<file path="src/rtl/conv3x3_stream.sv">
// conv3x3_stream: streaming 3x3 convolution over a raster-order frame.
// Two line buffers feed a 3x3 window; a 2-stage multiply / sum-shift-saturate pipeline.
module conv3x3_stream #(
    parameter int row_depth    = 10,
    parameter int column_depth = 10,
    parameter int D_BITS       = 8,
    parameter int K_BITS       = 8
) (
    input  logic              i_clk,
    input  logic              reset,
    input  logic              i_drdy,
    input  logic [D_BITS-1:0] i_data,
    input  logic              i_coef_we,
    input  logic [3:0]        i_coef_addr,
    input  logic [K_BITS-1:0] i_coef_data,
    input  logic [4:0]        i_shift,
    output logic              o_dvalid,
    output logic [D_BITS-1:0] o_data,
    output logic              o_frame_done
);

    localparam int CW = $clog2(column_depth);
    localparam int RW = $clog2(row_depth);
    localparam int PW = D_BITS + K_BITS + 1;
    localparam int SW = D_BITS + K_BITS + 5;

    logic [CW-1:0] col;
    logic [RW-1:0] row;
    logic          col_last;
    logic          row_last;
    logic          win_ok;

    logic [D_BITS-1:0] lb0 [column_depth];
    logic [D_BITS-1:0] lb1 [column_depth];
    logic [D_BITS-1:0] up1;
    logic [D_BITS-1:0] up2;
    logic [D_BITS-1:0] ca [3];
    logic [D_BITS-1:0] cb [3];
    logic [D_BITS-1:0] win [9];

    logic signed [K_BITS-1:0] coef [9];
    logic signed [PW-1:0]     prod_c [9];
    logic signed [PW-1:0]     prod [9];
    logic [4:0]               s1_shift;
    logic                     s1_valid;
    logic                     s1_last;

    logic signed [SW-1:0] acc;
    logic signed [SW-1:0] shd;
    logic [D_BITS-1:0]    sat;

    assign col_last = (col == CW'(column_depth - 1));
    assign row_last = (row == RW'(row_depth - 1));
    assign win_ok   = (row >= RW'(2)) && (col >= CW'(2));
    assign up1      = lb0[col];
    assign up2      = lb1[col];

    // raster position of the next accepted pixel
    always_ff @(posedge i_clk) begin
        if (reset) begin
            col <= '0;
            row <= '0;
        end else if (i_drdy) begin
            if (col_last) begin
                col <= '0;
                row <= row_last ? '0 : row + RW'(1);
            end else begin
                col <= col + CW'(1);
            end
        end
    end

    // line buffers and the two older window columns (contents survive reset)
    always_ff @(posedge i_clk) begin
        if (!reset && i_drdy) begin
            lb1[col] <= up1;
            lb0[col] <= i_data;
            for (int k = 0; k < 3; k++) begin
                ca[k] <= cb[k];
            end
            cb[0] <= up2;
            cb[1] <= up1;
            cb[2] <= i_data;
        end
    end

    // window view: oldest column, previous column, column arriving now
    always_comb begin
        win[0] = ca[0];
        win[1] = cb[0];
        win[2] = up2;
        win[3] = ca[1];
        win[4] = cb[1];
        win[5] = up1;
        win[6] = ca[2];
        win[7] = cb[2];
        win[8] = i_data;
    end

    // kernel registers, identity after reset
    always_ff @(posedge i_clk) begin
        if (reset) begin
            for (int k = 0; k < 9; k++) begin
                coef[k] <= K_BITS'(k == 4 ? 1 : 0);
            end
        end else if (i_coef_we) begin
            for (int k = 0; k < 9; k++) begin
                if (i_coef_addr == 4'(k)) begin
                    coef[k] <= $signed(i_coef_data);
                end
            end
        end
    end

    // unsigned pixel times signed coefficient
    always_comb begin
        for (int k = 0; k < 9; k++) begin
            prod_c[k] = PW'($signed({1'b0, win[k]})) * PW'(coef[k]);
        end
    end

    // stage 1: register products, shift amount and window flags
    always_ff @(posedge i_clk) begin
        if (reset) begin
            s1_valid <= 1'b0;
            s1_last  <= 1'b0;
        end else begin
            s1_valid <= i_drdy && win_ok;
            s1_last  <= i_drdy && row_last && col_last;
            if (i_drdy) begin
                prod     <= prod_c;
                s1_shift <= i_shift;
            end
        end
    end

    // full-width sum, arithmetic shift, clamp into pixel range
    always_comb begin
        acc = '0;
        for (int k = 0; k < 9; k++) begin
            acc = acc + SW'(prod[k]);
        end
        shd = acc >>> s1_shift;
        if (shd[SW-1]) begin
            sat = '0;
        end else if (|shd[SW-2:D_BITS]) begin
            sat = '1;
        end else begin
            sat = shd[D_BITS-1:0];
        end
    end

    // stage 2: output register, data held between pulses
    always_ff @(posedge i_clk) begin
        if (reset) begin
            o_dvalid     <= 1'b0;
            o_frame_done <= 1'b0;
            o_data       <= '0;
        end else begin
            o_dvalid     <= s1_valid;
            o_frame_done <= s1_last;
            if (s1_valid) begin
                o_data <= sat;
            end
        end
    end

endmodule

</file>
<file path="config.mk">
export PLATFORM = sky130hd
export DESIGN_NAME = conv3x3_stream
export DESIGN_NICKNAME = d
export VERILOG_FILES = /design/src/rtl/conv3x3_stream.sv
export SDC_FILE = /design/constraint.sdc
export NUM_CORES = 2
export LEC_CHECK = 0
export ABC_CLOCK_PERIOD_IN_PS = 7500
export CAP_MARGIN = 20
export CORE_ASPECT_RATIO = 1.1
export CORE_MARGIN = 2
export CORE_UTILIZATION = 40
export CTS_CLUSTER_DIAMETER = 120
export DETAILED_ROUTE_END_ITERATION = 6
export SLEW_MARGIN = 30
export SYNTH_ARGS = -nofsm -noshare
export SYNTH_HDL_FRONTEND = slang
export SYNTH_SLANG_ARGS = --single-unit
</file>
<file path="constraint.sdc">
create_clock -name i_clk -period 7.5 [get_ports i_clk]
set_input_delay 0.75 -clock i_clk [delete_from_list [all_inputs] [get_ports i_clk]]
set_output_delay 0.75 -clock i_clk [all_outputs]
set_load 0.03 [all_outputs]
</file>
==> results.md <==
- Worst path max stage delay: 0.82 ns
- CTS Buf Count: 56
- Fillcell total: 9017
- Unrepaired setup endpoints after global routing: no
- Antenna violations before repair: 6
- Drt first pass iters: 5
- Min-delay src: s1_last
- Hold WC Path Type: reg -> reg
- TritonCTS clock tree: built
- Crit path max fanout: 12
- Std-Cell Rows: 120
- Max Slew Vio Count: 0
- Startpoint types: register
- Status: completed
- Syn_nets: 4368
- Drt total wl: 91400 um
- Total track usage: 0.185
- Port buffer count: 38
- Worst slew pin tran: 1.02 ns
- Core ar.: 97700 um^2
- Share of layout cells above drive strength 1: 0.0584
- End of the worst hold path: o_frame_done
- Largest net degree at the start of global routing: 83
- Post-synthesis sequential area ratio: 0.345
- Top Ports: 39
- R2R cell count: 23
- CP max stage cell: a21oi_1
- Setup violators final: 0
- F_max: 152 MHz
- Largest area contributor in the netlist: edfxtp_1
- Count leader, synth: inv_1
- DRC viols: 0
- Mapped Area: 39600 um^2
- Crit. End Element: register
- Root Buffer: clkbuf_16
- Nets: 4459
- Die height: 334 um
- Post-CTS Setup Bufs: 0
- Initial Utilization: 0.405
- Synth Flop Type: edfxtp_1
- Grt ovf: 0
- Maximum clock path buffer count: 3
- Critical path cell sequence: buf_4 > mux4_2 > nor2b_1 > a211oi_1 > a21oi_1 > nand2_1 > fa_1 > fa_1 > inv_1 > fa_1 > inv_1 > fa_1 > inv_1 > ha_1 > o21ai_0 > a21boi_0 > o21ai_0 > a21boi_0 > o21ai_0 > a21boi_0 > o21ai_0 > a21oi_1 > xnor2_1
- Synth warnings: 0
- DIE WIDTH: 304 um
- Clock Skews: 0.0649 ns
- Post-CTS Hold Buffers: 0
- Clock sinks: 462
- Commonest cells in the netlist: 671 x inv_1, 455 x fa_1, 438 x edfxtp_1
- Via density: 4.98
- Worst path required time: 7.90 ns
- Worst skew pair latency: 0.66 ns
- EDFF count, synth: 438
- Vias in the first global route: 25706
- Layout overhead on the synthesized area: 10.4%
- Yosys reg bits: 462
- Tmin final: 6.57 ns
- Async S/R FF share, synth: 0
- Crit path arrival time: 6.97 ns
- Slew Limit Headroom: 0.320
- Max Cap Viol: 0
- Routability cong.: 0.902
- Synth cell types: 76
- Endpoints failing hold: 0
- ANT nets after route: 0
- Post-route setup TNS: 0 ns
- Reg clk slew, reported paths: 0.06 ns
- Yosys top cell area share: 0.333
- Die ar.: 101000 um^2
- Dominant cells by area after synthesis: edfxtp_1 33%, fa_1 23%, ha_1 13%
- Period utilization: 0.875
- Vias: 24354
- WL/cell: 18.7 um
- Crit Path Class: reg -> reg
- First DRT Iteration DRCs: 1532
- First-pass GRT wire length: 145000 um
- Syn avg cell area: 11.4 um^2
- Worst R2R End: prod[67]
- FF-to-FF setup slack: 0.93 ns
- Clock H-tree levels: 2
- Post-CTS Resized: 0
- Post-Synthesis Cells: 3476
- Post-DP HPWL: 71600 um
- Hold Path Depth: 1
[worst max-delay path, delay by kind of cell (launching register included)]
family | cells | cell delay (ns)
xor+xnor | 1 | 0.09
flops | 1 | 0.64
mux | 1 | 0.21
compound gates | 10 | 2.31
simple gates | 2 | 0.33
buf+inv | 4 | 0.47
fa+ha+maj | 5 | 2.27
[layout make-up]
cell class              instances  area (um^2)  area share
clock buffers                  61         1420      0.0325
well taps                    1281         1600      0.0367
repair buffers                 78          712      0.0163
clock inverters                43          532      0.0122
flip-flops and latches        462        13600       0.312
multi-input cells            2298        23200       0.532
inverters                     671         2530      0.0578
diodes                          1         2.50   0.0000573
[cell families after synthesis]
logic type | synth area share
xor gates and xnor gates | 0.0215
AOI/OAI and AO/OA | 0.0555
muxes | 0.0291
buffers and inverters | 0.0686
adders and majority gates | 0.359
DFF | 0.345
and+or+nand+nor | 0.121
[layer usage]
metal,GRT usage,vias up,share of wire
li1,-,11544,-
met1,0.243,12235,0.44
met2,0.306,426,0.47
met3,0.0350,145,0.055
met4,0.0662,4,0.037
met5,0,-,0.00077
[layout by cell type, fill, tap and decap left out, types with 44 or more instances in the layout]
cell type,instances
inv_1,670
nor2_1,137
clkbuf_16,56
fa_1,455
o21ai_0,83
xnor2_1,84
nor2b_1,44
a21oi_1,92
edfxtp_1,438
nand2_1,278
and2_1,303
ha_1,408
nand2b_1,73
[registers in the layout (all words and copies together), names as in the netlist, named ones only]
signal	cells
prod	153
lb0	80
lb1	80
coef	72
ca	24
cb	24
o_data	8
s1_shift	5
col	4
row	4
o_dvalid	1
o_frame_done	1
s1_last	1
s1_valid	1
[metrics by stage]
step / setup slack (ns) / std cells / util / instance area [um^2] / hold slack, ns
2_1_floorplan: 0.184 / 3476 / - / 39600 / 0.414
3_5_place_dp: 0.974 / 4788 / 0.427 / 41700 / 0.438
5_1_grt: 0.438 / 4894 / 0.447 / 43700 / 0.473
4_1_cts: 0.921 / 4892 / 0.447 / 43600 / 0.456
6_report: 0.934 / 4895 / 0.447 / 43700 / 0.449
3_3_place_gp: 1.17 / 4787 / 0.426 / 41700 / 0.442
[how the worst max path moves through the flow]
stage	endpoint
finish	prod[67]
global route	prod[67]
CTS	prod[67]
detailed placement	prod[67]
global placement	prod[65]
floorplan	lb0[4][0]
Power is left out: the tool's default activity adds up to more than one toggle a clock period on the data nets, which glitch-free logic cannot reach.
